$ cat config.mk
export PLATFORM = sky130hd
export DESIGN_NAME = freq_sweep_ctrl_flat
export DESIGN_NICKNAME = d
export VERILOG_FILES = /design/src/rtl/freq_sweep_pkg.sv /design/src/rtl/freq_sweep_ctrl_if.sv /design/src/rtl/freq_sweep_step.sv /design/src/rtl/freq_sweep_ctrl.sv /design/src/flat_wrapper.sv
export SDC_FILE = /design/constraint.sdc
export NUM_CORES = 1
export LEC_CHECK = 0
export CORE_MARGIN = 2
export CORE_UTILIZATION = 45
export DETAILED_ROUTE_END_ITERATION = 8
export GPL_TIMING_DRIVEN = 0
export HOLD_SLACK_MARGIN = 0.02
export SYNTH_ARGS = -nofsm -noshare
export SYNTH_HDL_FRONTEND = slang
export SYNTH_SLANG_ARGS = --single-unit
$ cat constraint.sdc
create_clock -name clock -period 7.6 [get_ports clock]
set_input_delay 1.52 -clock clock [delete_from_list [all_inputs] [get_ports clock]]
set_output_delay 1.52 -clock clock [all_outputs]
set_load 0.1 [all_outputs]
$ cat src/rtl/freq_sweep_pkg.sv
// -----------------------------------------------------------------------------
// freq_sweep_pkg
// Shared definitions for the frequency sweep controller: FSM state encoding,
// sweep mode codes and default field widths.
// Ports: none (package).
// -----------------------------------------------------------------------------
package freq_sweep_pkg;

    localparam int FREQ_W_DEF  = 13;
    localparam int DWELL_W_DEF = 16;

    // The step decision is folded into the last dwell edge, so only two states.
    typedef enum logic [0:0] {
        ST_IDLE  = 1'b0,
        ST_DWELL = 1'b1
    } state_t;

    // Mode 3 is not listed: it falls through to single-shot behaviour.
    localparam logic [1:0] MODE_SINGLE   = 2'd0;
    localparam logic [1:0] MODE_REPEAT   = 2'd1;
    localparam logic [1:0] MODE_TRIANGLE = 2'd2;

endpackage

$ cat src/rtl/freq_sweep_ctrl_if.sv
// -----------------------------------------------------------------------------
// freq_sweep_ctrl_if
// Sweep configuration channel (valid/ready handshake plus config fields).
// Modports:
//   master : offers configuration (drives cfg_valid and cfg_* fields)
//   slave  : accepts configuration (drives cfg_ready)
// -----------------------------------------------------------------------------
interface freq_sweep_ctrl_if
    import freq_sweep_pkg::*;
#(
    parameter int FREQ_WIDTH  = FREQ_W_DEF,
    parameter int DWELL_WIDTH = DWELL_W_DEF
);

    logic                   cfg_valid;
    logic                   cfg_ready;
    logic [FREQ_WIDTH-1:0]  cfg_f_start;
    logic [FREQ_WIDTH-1:0]  cfg_f_stop;
    logic [FREQ_WIDTH-1:0]  cfg_f_step;
    logic [DWELL_WIDTH-1:0] cfg_dwell;
    logic [1:0]             cfg_mode;

    modport master (
        output cfg_valid, cfg_f_start, cfg_f_stop, cfg_f_step, cfg_dwell, cfg_mode,
        input  cfg_ready
    );

    modport slave (
        input  cfg_valid, cfg_f_start, cfg_f_stop, cfg_f_step, cfg_dwell, cfg_mode,
        output cfg_ready
    );

endinterface

$ cat src/rtl/freq_sweep_step.sv
// -----------------------------------------------------------------------------
// freq_sweep_step
// Combinational next-frequency calculation for one sweep step. Arithmetic is
// done one bit wider than the frequency word so an overshoot past the top of
// the range or a borrow below zero is detected and clamped to the target.
// Ports:
//   freq      in   current frequency word
//   step      in   step magnitude
//   target    in   endpoint being approached
//   dir_down  in   1 = decreasing
//   nxt_freq  out  next frequency, clamped to target
//   at_target out  current frequency equals target
// -----------------------------------------------------------------------------
module freq_sweep_step
    import freq_sweep_pkg::*;
#(
    parameter int FREQ_WIDTH = FREQ_W_DEF
) (
    input  logic [FREQ_WIDTH-1:0] freq,
    input  logic [FREQ_WIDTH-1:0] step,
    input  logic [FREQ_WIDTH-1:0] target,
    input  logic                  dir_down,
    output logic [FREQ_WIDTH-1:0] nxt_freq,
    output logic                  at_target
);

    logic [FREQ_WIDTH:0] sum;
    logic [FREQ_WIDTH:0] diff;

    always_comb begin
        sum      = {1'b0, freq} + {1'b0, step};
        diff     = {1'b0, freq} - {1'b0, step};
        nxt_freq = freq;
        if (dir_down) begin
            // diff MSB set means the subtraction borrowed below zero
            if (diff[FREQ_WIDTH] || (diff[FREQ_WIDTH-1:0] <= target)) begin
                nxt_freq = target;
            end else begin
                nxt_freq = diff[FREQ_WIDTH-1:0];
            end
        end else begin
            if (sum >= {1'b0, target}) begin
                nxt_freq = target;
            end else begin
                nxt_freq = sum[FREQ_WIDTH-1:0];
            end
        end
    end

    assign at_target = (freq == target);

endmodule

$ cat src/rtl/freq_sweep_ctrl.sv
// -----------------------------------------------------------------------------
// freq_sweep_ctrl
// Drives the CORDIC generator freq word with stepped frequency sweeps.
// A configuration is loaded over the cfg channel while idle; start then walks
// freq from f_start to f_stop, holding each value (cfg_dwell+1) clocks.
// Modes: single (done pulse at end), repeat (sawtooth), triangle (up/down).
// Ports:
//   clock     in   system clock
//   resetn    in   asynchronous active-low reset
//   cfg       slave modport of freq_sweep_ctrl_if (config handshake)
//   start     in   level-sampled sweep start (idle with loaded config)
//   abort     in   stop sweep, return to idle, freq holds
//   freq      out  registered frequency word
//   busy      out  sweep in progress
//   done      out  one-cycle pulse at end of a single-mode sweep
//   dir_down  out  current step direction (1 = decreasing)
// -----------------------------------------------------------------------------
module freq_sweep_ctrl
    import freq_sweep_pkg::*;
#(
    parameter int FREQ_WIDTH  = FREQ_W_DEF,
    parameter int DWELL_WIDTH = DWELL_W_DEF
) (
    input  logic                  clock,
    input  logic                  resetn,
    freq_sweep_ctrl_if.slave      cfg,
    input  logic                  start,
    input  logic                  abort,
    output logic [FREQ_WIDTH-1:0] freq,
    output logic                  busy,
    output logic                  done,
    output logic                  dir_down
);

    state_t                 state;
    logic                   cfg_loaded;
    logic [FREQ_WIDTH-1:0]  f_start_r;
    logic [FREQ_WIDTH-1:0]  f_stop_r;
    logic [FREQ_WIDTH-1:0]  f_step_r;
    logic [DWELL_WIDTH-1:0] dwell_r;
    logic [1:0]             mode_r;
    logic [FREQ_WIDTH-1:0]  target_r;
    logic [DWELL_WIDTH-1:0] dwell_cnt;

    logic [FREQ_WIDTH-1:0]  fwd_nxt;
    logic                   fwd_at;
    logic [FREQ_WIDTH-1:0]  rev_target;
    logic [FREQ_WIDTH-1:0]  rev_nxt;
    logic                   rev_at_unused;

    // Continue toward the current endpoint.
    freq_sweep_step #(.FREQ_WIDTH(FREQ_WIDTH)) u_step_fwd (
        .freq      (freq),
        .step      (f_step_r),
        .target    (target_r),
        .dir_down  (dir_down),
        .nxt_freq  (fwd_nxt),
        .at_target (fwd_at)
    );

    // Triangle turnaround: the first step away from the endpoint is taken on
    // the same edge the direction flips, so the endpoint is not dwelt twice.
    assign rev_target = (target_r == f_stop_r) ? f_start_r : f_stop_r;

    freq_sweep_step #(.FREQ_WIDTH(FREQ_WIDTH)) u_step_rev (
        .freq      (freq),
        .step      (f_step_r),
        .target    (rev_target),
        .dir_down  (~dir_down),
        .nxt_freq  (rev_nxt),
        .at_target (rev_at_unused)
    );

    always_ff @(posedge clock or negedge resetn) begin
        if (!resetn) begin
            state         <= ST_IDLE;
            cfg_loaded    <= 1'b0;
            f_start_r     <= '0;
            f_stop_r      <= '0;
            f_step_r      <= '0;
            dwell_r       <= '0;
            mode_r        <= MODE_SINGLE;
            target_r      <= '0;
            dwell_cnt     <= '0;
            freq          <= '0;
            busy          <= 1'b0;
            done          <= 1'b0;
            dir_down      <= 1'b0;
            cfg.cfg_ready <= 1'b1;
        end else begin
            done <= 1'b0;
            case (state)
                ST_IDLE: begin
                    // abort > config handshake > start
                    if (abort) begin
                        busy <= 1'b0;
                    end else if (cfg.cfg_valid && cfg.cfg_ready) begin
                        f_start_r  <= cfg.cfg_f_start;
                        f_stop_r   <= cfg.cfg_f_stop;
                        f_step_r   <= cfg.cfg_f_step;
                        dwell_r    <= cfg.cfg_dwell;
                        mode_r     <= cfg.cfg_mode;
                        cfg_loaded <= 1'b1;
                    end else if (start && cfg_loaded) begin
                        freq          <= f_start_r;
                        target_r      <= f_stop_r;
                        dir_down      <= (f_start_r > f_stop_r);
                        dwell_cnt     <= dwell_r;
                        busy          <= 1'b1;
                        cfg.cfg_ready <= 1'b0;
                        state         <= ST_DWELL;
                    end
                end

                ST_DWELL: begin
                    if (abort) begin
                        busy          <= 1'b0;
                        cfg.cfg_ready <= 1'b1;
                        state         <= ST_IDLE;
                    end else if (dwell_cnt != '0) begin
                        dwell_cnt <= dwell_cnt - DWELL_WIDTH'(1);
                    end else begin
                        dwell_cnt <= dwell_r;
                        if (!fwd_at) begin
                            freq <= fwd_nxt;
                        end else begin
                            case (mode_r)
                                MODE_REPEAT: begin
                                    freq <= f_start_r;
                                end
                                MODE_TRIANGLE: begin
                                    // Degenerate range: nothing to bounce between, hold.
                                    if (f_start_r != f_stop_r) begin
                                        target_r <= rev_target;
                                        dir_down <= ~dir_down;
                                        freq     <= rev_nxt;
                                    end
                                end
                                default: begin
                                    done          <= 1'b1;
                                    busy          <= 1'b0;
                                    cfg.cfg_ready <= 1'b1;
                                    state         <= ST_IDLE;
                                end
                            endcase
                        end
                    end
                end

                default: begin
                    state <= ST_IDLE;
                end
            endcase
        end
    end

endmodule

$ cat src/flat_wrapper.sv
// flat-port wrapper written by rule: the top's interface ports become plain ports
module freq_sweep_ctrl_flat import freq_sweep_pkg::*;
#(
    parameter int FREQ_WIDTH  = FREQ_W_DEF,
    parameter int DWELL_WIDTH = DWELL_W_DEF
)
  (clock, resetn, start, abort, freq, busy, done, dir_down, cfg_cfg_valid, cfg_cfg_f_start, cfg_cfg_f_stop, cfg_cfg_f_step, cfg_cfg_dwell, cfg_cfg_mode, cfg_cfg_ready);
  freq_sweep_ctrl_if #(.FREQ_WIDTH(FREQ_WIDTH), .DWELL_WIDTH(DWELL_WIDTH)) cfg_i ();
  input  logic clock;
  input  logic resetn;
  input  logic start;
  input  logic abort;
  output logic [FREQ_WIDTH-1:0] freq;
  output logic busy;
  output logic done;
  output logic dir_down;
  input wire logic [$bits(cfg_i.cfg_valid)-1:0] cfg_cfg_valid;
  input wire logic [$bits(cfg_i.cfg_f_start)-1:0] cfg_cfg_f_start;
  input wire logic [$bits(cfg_i.cfg_f_stop)-1:0] cfg_cfg_f_stop;
  input wire logic [$bits(cfg_i.cfg_f_step)-1:0] cfg_cfg_f_step;
  input wire logic [$bits(cfg_i.cfg_dwell)-1:0] cfg_cfg_dwell;
  input wire logic [$bits(cfg_i.cfg_mode)-1:0] cfg_cfg_mode;
  output wire logic [$bits(cfg_i.cfg_ready)-1:0] cfg_cfg_ready;
  assign cfg_i.cfg_valid = cfg_cfg_valid;
  assign cfg_i.cfg_f_start = cfg_cfg_f_start;
  assign cfg_i.cfg_f_stop = cfg_cfg_f_stop;
  assign cfg_i.cfg_f_step = cfg_cfg_f_step;
  assign cfg_i.cfg_dwell = cfg_cfg_dwell;
  assign cfg_i.cfg_mode = cfg_cfg_mode;
  assign cfg_cfg_ready = cfg_i.cfg_ready;
  freq_sweep_ctrl #(.FREQ_WIDTH(FREQ_WIDTH), .DWELL_WIDTH(DWELL_WIDTH)) u_core (.clock(clock), .resetn(resetn), .cfg(cfg_i), .start(start), .abort(abort), .freq(freq), .busy(busy), .done(done), .dir_down(dir_down));
endmodule
# Yosys cells after proc, flatten, opt, wreduce, memory -nomap -nowiden
# Cells that the tools add are included.
[op_classes]
addsub = 3
order_cmp = 5
n_eq_ne = 20
mux = 69
n_bitwise = 3
reduce_logical = 12
[op_table]
columns = ["cell", "count"]
rows = [
  ["$mux W13", 22],
  ["$mux W16", 5],
  ["$pmux W13 S2", 3],
  ["$mux W1", 34],
  ["$pmux W16 S2", 1],
  ["$ge A14 B13 Y1", 2],
  ["$eq A13 B13 Y1", 2],
  ["$le A13 B13 Y1", 2],
  ["$reduce_bool A16 Y1", 1],
  ["$sub A16 B1 Y16 const B", 1],
  ["$add A13 B13 Y14", 1],
  ["$ne A2 B2 Y1 const B", 7],
  ["$sub A13 B13 Y14", 1],
  ["$gt A13 B13 Y1", 1],
  ["$ne A13 B13 Y1", 1],
  ["$ne A3 B3 Y1 const B", 4],
  ["$ne A4 B4 Y1 const B", 2],
  ["$pmux W1 S2", 4],
  ["$reduce_and A8 Y1", 1],
  ["$reduce_and A7 Y1", 1],
  ["$reduce_and A6 Y1", 1],
  ["$reduce_and A5 Y1", 1],
  ["$reduce_and A4 Y1", 1],
  ["$ne A3 B2 Y1 const B", 1],
  ["other kinds (8)", 12],
]
[totals]
ff_bits = 105
in_bits = 62
output_inout_bits = 17
wordCells = 126

# Depth between registers and ports, before layout
[logic_depth]
ltp_word = 12
depth_mapped = 20
ltp_nobuf = 19

# Hierarchy
# From an unflattened synthesis, not the netlist that was laid out.
[unflattened]
cells_unflattened = 1150
area_unflattened_um2 = 10433.8
[by_module_without_submodules]
columns = ["module", "n_inst", "cells_per_inst", "area_each_um2", "seq_area_each_um2"]
rows = [
  ["freq_sweep_ctrl", 1, 522, 5579.1, 2628.8],
  ["freq_sweep_step (u_core.u_step_rev)", 1, 318, 2458.6, 0.0],
  ["freq_sweep_step (u_core.u_step_fwd)", 1, 310, 2396.0, 0.0],
]

# Worst setup path after synthesis
# Ideal clock, no wire load.
[synth_path]
path_type = "reg2reg"
startpoint = "reg u_core.freq[2]"
endpoint = "reg u_core.freq[4]"
setup_time_ps = 162
t_arrival_ps = 4866
required_time_ps = 7438
slack_ps = 2571
stages_incl_launch_ff = 18
path_buffers = 2
period_less_slack_ps = 5029
path_cell_list = "dfrtp_1 -> ha_1 -> clkbuf_1 -> o21a_1 -> o31a_1 -> o21ai_1 -> a211oi_1 -> or2_2 -> o311ai_0 -> ha_1 -> and4_1 -> a221oi_1 -> a21oi_1 -> o21ai_0 -> clkbuf_1 -> mux2_2 -> nand2_1 -> a41oi_1"
[synth_between]
elab_chain_cells = 11
elab_cells_between_ends = 24
classes_between = "add/sub (2); order compare (4); eq/ne (3); mux (12); reduce/logical (3)"
[synth_rtl]
columns = ["element", "line_no", "source"]
rows = [
  ["start: declaration", "freq_sweep_ctrl.sv:29", "output logic [FREQ_WIDTH-1:0] freq,"],
  ["start signal: assignment", "freq_sweep_ctrl.sv:105", "freq <= f_start_r;"],
  ["start signal: assignment", "freq_sweep_ctrl.sv:125", "freq <= fwd_nxt;"],
  ["start signal: assignment", "freq_sweep_ctrl.sv:129", "freq <= f_start_r;"],
  ["$sub A13 B13 Y14", "freq_sweep_step.sv:32", "diff = {1'b0, freq} - {1'b0, step};"],
  ["$le A13 B13 Y1", "freq_sweep_step.sv:36", "if (diff[FREQ_WIDTH] || (diff[FREQ_WIDTH-1:0] <= target)) begin"],
  ["$logic_or A1 B1 Y1", "freq_sweep_step.sv:36", ""],
  ["$mux W13", "freq_sweep_step.sv:36", ""],
  ["$mux W13", "freq_sweep_step.sv:34", "if (dir_down) begin"],
  ["$mux W13", "freq_sweep_ctrl.sv:133", "if (f_start_r != f_stop_r) begin"],
  ["$pmux W13 S2", "freq_sweep_ctrl.sv:127", "case (mode_r)"],
  ["$mux W13", "freq_sweep_ctrl.sv:124", "if (!fwd_at) begin"],
  ["$mux W13", "freq_sweep_ctrl.sv:120", "end else if (dwell_cnt != '0) begin"],
  ["$mux W13", "freq_sweep_ctrl.sv:116", "if (abort) begin"],
  ["$pmux W13 S2", "freq_sweep_ctrl.sv:92", "case (state)"],
]
# Parallel ways exist; a longest one is shown, timed or not. The select of a mux whose other input is x is not followed.
# A chain may end at the register's enable or synchronous reset.

# Worst setup path in the final report
[layout_path]
startpoint = "reg u_core.freq[2]"
endpoint = "reg u_core.freq[5]"
# Same word-level chain as after synthesis.

==> results.md <==
- # IOs: just under 80
- Count of cell types in the netlist: 77
- Hold Crit Depth: 1
- Smallest hold slack: 0.481 ns
- Vias: between 8,000 and 9,000
- Layout cell share with drive strength beyond 1: 7.35%
- Final count of hold timing violations: 0
- FFs w/ async S/R, synth: 100%
- Reg2Reg Setup Slack: 1.74 ns
- Final #Nets: 1,283
- Residual DRC: 0
- CP startpoint: u_core.freq[2]
- Post-DP HPWL: approximately 21 mm
- Yosys reg bits: 105
- Critical Path AT: between 6 and 7 ns
- Clk sinks: 105
- Slew @ Worst Pin: 1.17 ns
- Via-to-Cell Ratio: ~5.8
- Critical Path RT: 7.78 ns
- Initial Util: 46.2%
- # H-tree levels: 3
- Synth top area share: 29.8%
- Clock Path Buffers: 2
- Stages on the worst setup path: 17
- Maximum fanout along the worst path: 10
- Synthesis Warnings: 0
- Largest net degree at the start of global routing: 70
- Critical R2R Capture: u_core.freq[5]
- Mapped Avg Cell Area: 8.43 um^2
- Run status: completed
- Reg2reg start: u_core.freq[2]
- Max-slew violation count: 0
- Vias in the first global route: 7,516
- Max incr delay on CP: 0.99 ns
- DIE HEIGHT: 143 um
- DR iter-0 viols: 586
- Syn_nets: 1,194
- Antenna fix cells: 0
- Setup TNS: 0 ns
- Setup Viol. Count Final: 0
- Overall routing resource usage: 27.2%
- TritonCTS clock tree: built
- Gpl congestion: 0.980
- First-pass GRT wire length: 42.7 mm
- Crit path launch type: flip-flop
- Root Driver: clkbuf_16
- Hold Path Class: flip-flop to flip-flop
- Synth Cell Area: 8730 um^2
- Max Fclk: around 170 MHz
- DR WL/cell: 19.6 um
- CP cell instances: ha_1 -> clkbuf_1 -> o21a_1 -> o31a_1 -> o21ai_1 -> a211oi_1 -> or2_2 -> o311ai_0 -> ha_1 -> and4_1 -> a221oi_1 -> a21oi_1 -> o21ai_0 -> clkbuf_1 -> mux2_2 -> nand2_1 -> a41oi_1
- Drt pass-1 iters: 5
- Area growth, synth to finish: 16.2%
- Synth Instances: 1,036
- Hold_buf cts: 0
- Commonest cells after routing, fill and taps aside: nand2_1 (127), dfrtp_1 (104), o21ai_0 (96)
- Max-Cap Viols: 0
- Synth area leader: dfrtp_1
- Grt ovf: 0
- Clk_lat worst skew: approximately 0.37 ns
- Fillcell total: 1,851
- Predominant post-synthesis flop cell: dfrtp_1
- Hold_sp: u_core.cfg_loaded
- Buf/Inv on CP: 2
- Finished Layout Cells: 1,390
- Clk_skew: 0.0148 ns
- RSZ-0062 raised after global routing: no
- # port buffers: 77
- Worst r2r path cells: 17
- Worst Setup Path Type: flip-flop to flip-flop
- Top cells by area, synth: dfrtp_1 (30%), ha_1 (13%), o21ai_0 (5.5%)
- Tmin final: 5.86 ns
- Slew headroom: a little over a fifth
- # rows: 50
- Fin crit share: 77.1%
- Post-CTS sizing: 0
- Largest delay share family, worst path: compound AO/OA/AOI/OAI gates
- Slowest stage cell, crit path: o311ai_0
- Core box area: between 15,000 and 20,000 um^2
- Clock buffer count from CTS: 9
- Hold EP: u_core.cfg_loaded
- Antenna viol nets, final: 0
- Placed Cells: 1,374
- Post-CTS setup buffer count: 0
- Leading cell type in the layout, fill and taps excluded: nand2_1
- Die width: 143 um
- Post-synth EDFFs: 0
- Die outline area: between 20,000 and 25,000 um^2
- Crit end category: flip-flop
- Sequential cell area fraction in the yosys report: 30.1%
- WL final: 27.2 mm
- Reg clk slew, reported paths: around 0.090 ns
- Initial antenna violation count: 0
## flip-flops by register name, summed over array words and instances (netlist names), 2 cells and up
name and flops:
u_core.freq 13, u_core.dwell_r 16, u_core.target_r 13, u_core.mode_r 2, u_core.f_step_r 13, u_core.dwell_cnt 16
u_core.f_stop_r 13, u_core.f_start_r 13
## per-layer routing
layer  routed length, um  global-route usage, %  up-vias
li1                    -                      -     3901
met1               13100                   40.3     3847
met2               11900                   42.1      272
met3                1620                   3.49       35
met4                 557                   6.86        0
met5                   0                      0        -
## final cells by class
class                      instances  area, um^2  area share (%)
multi-input combinational        814        5640            55.6
sequential                       105        2630            25.9
timing repair buffer              78         800            7.88
tap                              260         325            3.21
inverter                          72         270            2.66
clock buffer                      10         229            2.26
buffer                            45         190            1.87
clock inverter                     6        62.6           0.617
## Yosys cell counts (all sizes together), types with 11 or more instances
library cell / number
nand2: 127
dfrtp: 104
o21ai: 97
ha: 94
nor2: 74
inv: 72
a21oi: 62
mux2: 44
xnor2: 33
clkbuf: 32
nor3: 31
mux2i: 21
nand3: 21
nor2b: 16
or3: 16
buf: 13
nand4: 13
a21o: 11
o221ai: 11
xor2: 11
## stage by stage
step	setup slack, ns	instance area (um^2)	util, %
floorplan	2.57	8730	-
global placement	0.601	9820	52.0
detailed placement	1.82	9850	52.2
CTS	1.80	10100	53.7
global route	1.52	10100	53.7
finish	1.74	10100	53.7
## kinds of logic (layout without fill, tap and decap cells)
group,count (synthesis),after routing,synth area share [%]
AOI/OAI and AO/OA,272,272,20.0
xor gates and xnor gates,44,44,4.42
adders and majority gates,96,96,13.9
buffers and inverters,117,211,5.28
DFF,105,105,30.1
muxes,65,65,8.13
and+or+nand+nor,337,337,18.1
## how the worst max path moves through the flow
stage                                     to  slack (ns)
after floorplan               u_core.freq[4]        2.57
after global placement    u_core.dwell_r[13]        0.60
after detailed placement      u_core.freq[5]        1.82
after CTS                     u_core.freq[5]        1.80
after global routing          u_core.freq[4]        1.52
final                         u_core.freq[5]        1.74
Power is left out: the tool's default activity adds up to more than one toggle a clock period on the data nets, which glitch-free logic cannot reach.
